File: config.mk
export PLATFORM = sky130hd
export DESIGN_NAME = uart_rx_fifo
export DESIGN_NICKNAME = d
export VERILOG_FILES = /design/src/rtl/uart_pkg.sv /design/src/rtl/uart_rx_fifo_mem.sv /design/src/rtl/uart_rx_fifo.sv
export SDC_FILE = /design/constraint.sdc
export NUM_CORES = 1
export LEC_CHECK = 0
export BUFFER_PORTS_ARGS = -buffer_cell sky130_fd_sc_hd__buf_2
export CAP_MARGIN = 25
export CORE_ASPECT_RATIO = 1.1
export CORE_MARGIN = 2
export CORE_UTILIZATION = 65
export CTS_CLUSTER_SIZE = 20
export DETAILED_ROUTE_END_ITERATION = 7
export PLACE_DENSITY_LB_ADDON = 0.1
export SKIP_CTS_REPAIR_TIMING = 1
export SLEW_MARGIN = 5
export SYNTH_ARGS = -nofsm -noshare
export SYNTH_HDL_FRONTEND = slang
export SYNTH_SLANG_ARGS = --single-unit
export TNS_END_PERCENT = 5
File: constraint.sdc
create_clock -name clk -period 4.1 [get_ports clk]
set_input_delay 0.41 -clock clk [delete_from_list [all_inputs] [get_ports clk]]
set_output_delay 0.41 -clock clk [all_outputs]
set_load 0.005 [all_outputs]
File: src/rtl/uart_pkg.sv
// Shared types and constants for the UART receive FIFO.
package uart_pkg;

   localparam int unsigned UART_DATA_BITS = 8;

   // One received character with the line errors seen while it was being framed
   typedef struct packed {
      logic [UART_DATA_BITS-1:0] data;
      logic                      parity_err;
      logic                      frame_err;
   } rx_entry_t;

   function automatic bit is_pow2(input int unsigned v);
      return (v >= 2) && ((v & (v - 1)) == 0);
   endfunction

endpackage

File: src/rtl/uart_rx_fifo_mem.sv
// Entry storage for uart_rx_fifo: synchronous write, asynchronous read, no reset.
module uart_rx_fifo_mem
   import uart_pkg::*;
#(
   parameter int unsigned DEPTH = 16
) (
   input  logic                       clk,
   input  logic                       we,
   input  logic [$clog2(DEPTH)-1:0]   waddr,
   input  rx_entry_t                  wdata,
   input  logic [$clog2(DEPTH)-1:0]   raddr,
   output rx_entry_t                  rdata
);

   rx_entry_t mem [DEPTH];

   always_ff @(posedge clk) begin
      if (we) begin
         mem[waddr] <= wdata;
      end
   end

   assign rdata = mem[raddr];

endmodule

File: src/rtl/uart_rx_fifo.sv
// Show-ahead FIFO behind a UART receiver, pushing once per frame-complete rising edge.
// Optional macro UART_RX_FIFO_ERR_DROP_EN: drop characters with parity/frame errors.
module uart_rx_fifo
   import uart_pkg::*;
#(
   parameter int unsigned DATA_BITS = UART_DATA_BITS,
   parameter int unsigned DEPTH     = 16
) (
   input  logic                     clk,
   input  logic                     reset,
   input  logic [DATA_BITS-1:0]     rx_data,
   input  logic                     rx_data_ready,
   input  logic                     rx_parity_err,
   input  logic                     rx_frame_err,
   output logic [DATA_BITS-1:0]     rd_data,
   output logic                     rd_parity_err,
   output logic                     rd_frame_err,
   output logic                     rd_valid,
   input  logic                     rd_ready,
   output logic [$clog2(DEPTH):0]   count,
   output logic                     full,
   output logic                     empty,
   output logic                     overflow,
   input  logic                     overflow_clr
);

   localparam int unsigned AW = $clog2(DEPTH);
   localparam int unsigned CW = AW + 1;

   if (!is_pow2(DEPTH)) begin : g_bad_depth
      $fatal(1, "uart_rx_fifo: DEPTH must be a power of 2 and at least 2");
   end
   if (DATA_BITS > UART_DATA_BITS || DATA_BITS == 0) begin : g_bad_width
      $fatal(1, "uart_rx_fifo: DATA_BITS must be 1..UART_DATA_BITS");
   end

   logic          rdy_q;
   logic [AW-1:0] wr_ptr_q, wr_ptr_nxt;
   logic [AW-1:0] rd_ptr_q, rd_ptr_nxt;
   logic [CW-1:0] count_q, count_nxt;
   logic          full_q, full_nxt;
   logic          empty_q, empty_nxt;
   logic          valid_q, valid_nxt;
   logic          ovf_q, ovf_nxt;

   logic          push_req;
   logic          push_cand;
   logic          push;
   logic          pop;
   logic          discard;
   rx_entry_t     wr_entry;
   rx_entry_t     rd_entry;

   assign push_req = rx_data_ready & ~rdy_q;

`ifdef UART_RX_FIFO_ERR_DROP_EN
   // Errored characters are filtered before the full check so they never count as lost
   assign push_cand = push_req & ~(rx_parity_err | rx_frame_err);

   always_comb begin
      wr_entry            = '0;
      wr_entry.data       = UART_DATA_BITS'(rx_data);
      wr_entry.parity_err = 1'b0;
      wr_entry.frame_err  = 1'b0;
   end

   assign rd_parity_err = 1'b0;
   assign rd_frame_err  = 1'b0;
`else
   assign push_cand = push_req;

   always_comb begin
      wr_entry            = '0;
      wr_entry.data       = UART_DATA_BITS'(rx_data);
      wr_entry.parity_err = rx_parity_err;
      wr_entry.frame_err  = rx_frame_err;
   end

   assign rd_parity_err = rd_entry.parity_err;
   assign rd_frame_err  = rd_entry.frame_err;
`endif

   assign rd_data = DATA_BITS'(rd_entry.data);

   uart_rx_fifo_mem #(
      .DEPTH (DEPTH)
   ) u_mem (
      .clk   (clk),
      .we    (push),
      .waddr (wr_ptr_q),
      .wdata (wr_entry),
      .raddr (rd_ptr_q),
      .rdata (rd_entry)
   );

   // Next-state: a pop frees the slot a full-FIFO push needs in the same cycle
   always_comb begin
      pop        = ~empty_q & rd_ready;
      push       = push_cand & (~full_q | pop);
      discard    = push_cand & full_q & ~pop;
      wr_ptr_nxt = wr_ptr_q;
      rd_ptr_nxt = rd_ptr_q;
      ovf_nxt    = ovf_q;

      if (push) begin
         wr_ptr_nxt = wr_ptr_q + AW'(1);
      end
      if (pop) begin
         rd_ptr_nxt = rd_ptr_q + AW'(1);
      end

      count_nxt = count_q + CW'(push) - CW'(pop);
      full_nxt  = (count_nxt == CW'(DEPTH));
      empty_nxt = (count_nxt == '0);
      valid_nxt = ~empty_nxt;

      if (discard) begin
         ovf_nxt = 1'b1;
      end else if (overflow_clr) begin
         ovf_nxt = 1'b0;
      end
   end

   always_ff @(posedge clk or posedge reset) begin
      if (reset) begin
         rdy_q    <= 1'b0;
         wr_ptr_q <= '0;
         rd_ptr_q <= '0;
         count_q  <= '0;
         full_q   <= 1'b0;
         empty_q  <= 1'b1;
         valid_q  <= 1'b0;
         ovf_q    <= 1'b0;
      end else begin
         rdy_q    <= rx_data_ready;
         wr_ptr_q <= wr_ptr_nxt;
         rd_ptr_q <= rd_ptr_nxt;
         count_q  <= count_nxt;
         full_q   <= full_nxt;
         empty_q  <= empty_nxt;
         valid_q  <= valid_nxt;
         ovf_q    <= ovf_nxt;
      end
   end

   assign count    = count_q;
   assign full     = full_q;
   assign empty    = empty_q;
   assign rd_valid = valid_q;
   assign overflow = ovf_q;

endmodule

After elaboration in Yosys (flattened, before gate mapping)
Memory sizes are Yosys's and may differ from the RTL's.
Cells that the tools add are included.
{"block": "totals", "register_bits": 18, "latchBits": 0, "ramBits": 160, "rom_bits": 0, "in_bits": 15, "out_inout_bits": 19, "elab_cells": 31, "n_memories": 1}
{"name": "u_mem.mem", "words": 16, "word_bits": 10, "rd": 1, "rd_clocked_by_memory_dff": 0, "wr": 1, "line_no": "uart_rx_fifo_mem.sv:15", "rtl": "rx_entry_t mem [DEPTH];"}
{"block": "classes", "add_sub_neg": 4, "mul": 0, "div": 0, "order_cmp": 0, "n_eq_ne": 1, "shifts": 0, "n_mux": 4, "n_bitwise": 11, "reduce_logical": 2}
{"operator": "adder 4 x 1 -> 4 bit, second input constant", "n": 2}
{"operator": "adder 5 x 1 -> 5 bit", "n": 1}
{"operator": "AND 1 bit", "n": 5}
{"operator": "== test 5 bit, second input constant", "n": 1}
{"operator": "logical NOT 5 bit", "n": 1}
{"operator": "NOT 1 bit", "n": 5}
{"operator": "subtractor 5 x 1 -> 5 bit", "n": 1}
{"operator": "two-way mux 1 bit", "n": 4}
{"operator": "nonzero test 2 bit", "n": 1}
{"operator": "OR 1 bit", "n": 1}

Depth between registers and ports, before layout
{"block": "logic_depth", "word_depth": 8, "ltp_mapped": 11}

By module
Synthesis repeated with hierarchy kept, for this count alone.
{"block": "unflattened", "hier_cells": 339, "hier_area_um2": 6979.2}
{"module": "uart_rx_fifo_mem", "n_inst": 1, "cells_each": 269, "area_per_inst_um2": 6153.4}
{"module": "uart_rx_fifo", "n_inst": 1, "cells_each": 70, "area_per_inst_um2": 825.8}

Least setup slack after synthesis
No wires, ideal clock.
{"block": "synth_path", "kind": "flip-flop to flip-flop", "start": "register empty_q (netlist: empty)", "end": "register valid_q (netlist: rd_valid)", "setup_time_ns": 0.131, "arrival_time_ns": 2.623, "path_slack_ns": 1.346, "stages_incl_launch_ff": 11, "n_path_buf": 0, "synth_period_minus_slack_ns": 2.754, "path_cell_list": "dfstp_2 > nand2b_1 > a21oi_2 > inv_1 > ha_1 > inv_1 > ha_1 > fa_1 > xor2_1 > or3_1 > or3_1"}
{"block": "synth_via", "elab_chain_cells": 8}
{"element": "from (decl)", "line_no": "uart_rx_fifo.sv:42", "rtl": "logic empty_q, empty_nxt;"}
{"element": "from (signal assigned)", "line_no": "uart_rx_fifo.sv:140", "rtl": "empty_q <= empty_nxt;"}
{"element": "NOT 1 bit (*)", "line_no": "uart_rx_fifo.sv:98", "rtl": "pop = ~empty_q & rd_ready;"}
{"element": "AND 1 bit (*)", "line_no": "uart_rx_fifo.sv:98"}
{"element": "OR 1 bit", "line_no": "uart_rx_fifo.sv:99", "rtl": "push = push_cand & (~full_q | pop);"}
{"element": "AND 1 bit", "line_no": "uart_rx_fifo.sv:99"}
{"element": "adder 5 x 1 -> 5 bit", "line_no": "uart_rx_fifo.sv:112", "rtl": "count_nxt = count_q + CW'(push) - CW'(pop);"}
{"element": "subtractor 5 x 1 -> 5 bit (*)", "line_no": "uart_rx_fifo.sv:112"}
{"element": "net count_nxt[2]", "line_no": "uart_rx_fifo.sv:40", "rtl": "logic [CW-1:0] count_q, count_nxt;"}
{"element": "logical NOT 5 bit (*)", "line_no": "uart_rx_fifo.sv:114", "rtl": "empty_nxt = (count_nxt == '0);"}
{"element": "NOT 1 bit (*)", "line_no": "uart_rx_fifo.sv:115", "rtl": "valid_nxt = ~empty_nxt;"}
{"element": "net valid_nxt", "line_no": "uart_rx_fifo.sv:43", "rtl": "logic valid_q, valid_nxt;"}
{"element": "to (signal assigned)", "line_no": "uart_rx_fifo.sv:141", "rtl": "valid_q <= valid_nxt;"}
{"element": "to (decl)", "line_no": "uart_rx_fifo.sv:43"}
The timed path passes the listed nets; every way through them passes the cells marked *.
A chain may end at the register's enable or synchronous reset.

Worst setup path in the final report
{"block": "layout_path", "start": "register rd_ptr_q[0]", "end": "output rd_data[1]"}
{"block": "layout_via", "elab_chain_cells": 1}
{"element": "from (decl)", "line_no": "uart_rx_fifo.sv:39", "rtl": "logic [AW-1:0] rd_ptr_q, rd_ptr_nxt;"}
{"element": "from (signal assigned)", "line_no": "uart_rx_fifo.sv:137", "rtl": "rd_ptr_q <= rd_ptr_nxt;"}
{"element": "memory read (16 x 10 bit)"}
{"element": "to (decl)", "line_no": "uart_rx_fifo.sv:15", "rtl": "output logic [DATA_BITS-1:0] rd_data,"}
No other way between the ends.

==> run metrics <==
outcome finished, final reports clean; # DRC 0; max-cap viol count 0; Hold Path Class in -> async; Num CTS Buffers 17; Req. time, crit path 3.69 ns; Final TNS setup 0 ns; row count 40; share of cells above drive strength 1 26.33%; gr usage total 24.51%; Clock Path Buffers 2; vias in the first global route 3632; GP Congestion 0.8137; Core Util, Final 74.36%; Core Area 0.01076 mm²; I/O pin count 34; PD cells 698.9 mW/mm²; DIE WIDTH 103.6 µm; vias per cell 6.069; Starting Density 65.92%; worst-path fanout max 44; CTS tree yes; number of clock sinks 178; R2R depth 10; Slew headroom 31.15%; initial drt markers 204; endpoints failing setup 0; met2 Use GR 41.10%; Die Span Y 113.6 µm; Yosys reg bits 178; leakage power 2.814 nW; Final ANT Viol Nets 0; DR pass1 iterations 4; synthesized area per cell 18.76 µm²; Tmin final 3.180 ns; Max Clock Skew 0.01149 ns; met1 usage 31.50%; WP data arrival 2.77 ns; mapped cell area 0.007093 mm²; CP Launch Type register; first-pass GRT wire length 20510 µm; worst vdd ir 0.4859 mV; Hold Vio Cnt, Final 0; fin crit share 77.55%; RSZ-0062 raised after global routing no; Area Growth Syn to Fin 12.81%; Max Transition Viols Final 0; cell count after synthesis 378; GRT overflow 0; dpl hpwl 8372 µm; register area share after synthesis 74.10%; Netlist cell types 34; # port buffers 33; initial antenna violation count 0; Worst Hold Margin 0.08558 ns; M3 GR Usage 5.314%; clk_lat worst skew 0.42 ns; Vias 3520; Die ar. 0.01176 mm²; ant diodes 0; Root Buffer clkbuf_16; total routed wirelength 13480 µm; wire length per cell 23.24 µm; CP Capture Type output pin; max frequency 0.3145 GHz; syn_nets 404; Clock Pin Slew Worst Setup and Hold Paths 0.06 ns; Layout Nets 446; global route hottest layer met2; worst-margin pin slew 1.029 ns; pin count of the biggest net entering global routing 45; Yosys warnings 0; CTS H-tree lvls 4; CP Class reg -> out
[state kept, by name, indices dropped and copies added, names as in the netlist]
register,count
count,5
empty,1
full,1
overflow,1
rd_ptr_q,4
rd_valid,1
rdy_q,1
u_mem.mem,160
wr_ptr_q,4
[logic make-up after synthesis]
logic type / after synthesis / synth area share (%)
AOI/OAI and AO/OA: 37 / 4.163
xor gates and xnor gates: 10 / 1.235
adders and majority gates: 11 / 2.046
buffers and inverters: 31 / 2.152
DFF: 178 / 74.10
muxes: 60 / 12.35
and+or+nand+nor: 51 / 3.951
[path summary, 6_finish.rpt]
check                                   startpoint                      end  slack, ns
max                        rd_ptr_q[0]$_DFFE_PP0P_               rd_data[1]       0.92
min                                          reset     overflow$_DFFE_PP0P_       0.09
max reg2reg                        empty$_DFF_PP1_       rd_valid$_DFF_PP0_       1.12
min reg2reg                   overflow$_DFFE_PP0P_     overflow$_DFFE_PP0P_       0.55
max in group asynchronous                    reset  rd_ptr_q[0]$_DFFE_PP0P_       3.52
min in group clk                     rx_data_ready          rdy_q$_DFF_PP0_       0.12
[synth_stat cells]
cell | number | area share [%]
nor2b_1 | 1 | 0.088
clkbuf_1 | 4 | 0.21
dfstp_2 | 1 | 0.37
nand2b_1 | 4 | 0.35
buf_6 | 3 | 0.48
o21ai_0 | 1 | 0.070
nor3_1 | 11 | 0.78
a21o_1 | 2 | 0.21
nand3_1 | 2 | 0.14
mux4_2 | 20 | 6.4
mux2_2 | 20 | 3.2
a221o_1 | 10 | 1.4
nand4_1 | 1 | 0.088
nor3b_1 | 2 | 0.21
buf_2 | 2 | 0.14
and2_1 | 14 | 1.2
nand2_1 | 7 | 0.37
edfxtp_1 | 160 | 68
a22o_1 | 10 | 1.2
buf_1 | 4 | 0.21
xnor2_1 | 9 | 1.1
or3_1 | 2 | 0.18
and3b_1 | 2 | 0.25
a21oi_1 | 2 | 0.14
ha_1 | 10 | 1.8
fa_1 | 1 | 0.28
a21oi_2 | 1 | 0.12
nor2_1 | 5 | 0.26
inv_1 | 15 | 0.79
dfrtp_1 | 17 | 6.0
buf_4 | 3 | 0.32
o22ai_1 | 11 | 0.97
xor2_1 | 1 | 0.12
mux2i_1 | 20 | 2.8
[area by class of cell]
cell class / count / area [µm²]
Sequential cell: 178 / 5260
Fill cell: 646 / 2759
Multi-Input combinational cell: 169 / 1684
Clock buffer: 17 / 425.4
Timing Repair Buffer: 39 / 210.2
Tap cell: 147 / 183.9
Clock inverter: 15 / 181.4
Inverter: 15 / 56.30
[layout by cell type (no fill, tap or decap), types with 2 or more instances in the layout]
cell          n
edfxtp_1    160
buf_2        33
mux4_2       20
mux2i_1      20
mux2_2       20
clkbuf_16    17
dfrtp_1      16
inv_1        15
and2_1       14
o22ai_1      11
nor3_1       11
a22o_1       10
a221o_1      10
ha_1         10
xnor2_1       9
nand2_1       7
buf_4         6
nor2_1        5
nand2b_1      4
inv_6         4
clkinv_4      3
bufinv_16     3
a21o_1        2
a21oi_1       2
or3_1         2
and3b_1       2
nand3_1       2
nor3b_1       2
clkinvlp_4    2
clkinv_2      2
[critical path, stage by stage (launching register included)]
cell and delay [ns]:
dfrtp_4 0.88, buf_4 0.36, mux2_2 0.37, o22ai_1 0.18, nor3_1 0.11, a221o_1 0.30, buf_2 0.13
[metal layers]
layer / share of wire, % / up-vias
li1: - / 1586
met1: 40 / 1798
met2: 53 / 118
met3: 5.2 / 18
met4: 2.4 / 0
met5: 0 / -
[power breakdown]
| group | internal [mW] | switching, mW | total (mW) |
|---|---|---|---|
| combinational | 0.776 | 0.798 | 1.57 |
| clock | 0.964 | 0.660 | 1.62 |
| sequential | 2.16 | 0.235 | 2.39 |
| total | 3.90 | 1.69 | 5.59 |
[through the flow]
stage                     worst slack [ns]  instances  cell area, µm²  total power, mW
after floorplan                      1.346        378            7093            3.504
after global placement               1.169        545            7372            3.953
after detailed placement             1.053        545            7372            4.008
after CTS                           0.8846        577            7979            5.629
after global routing                0.8011        580            8001            5.825
final                               0.9204        580            8001            5.593
Power figures use the tool's default switching activity.
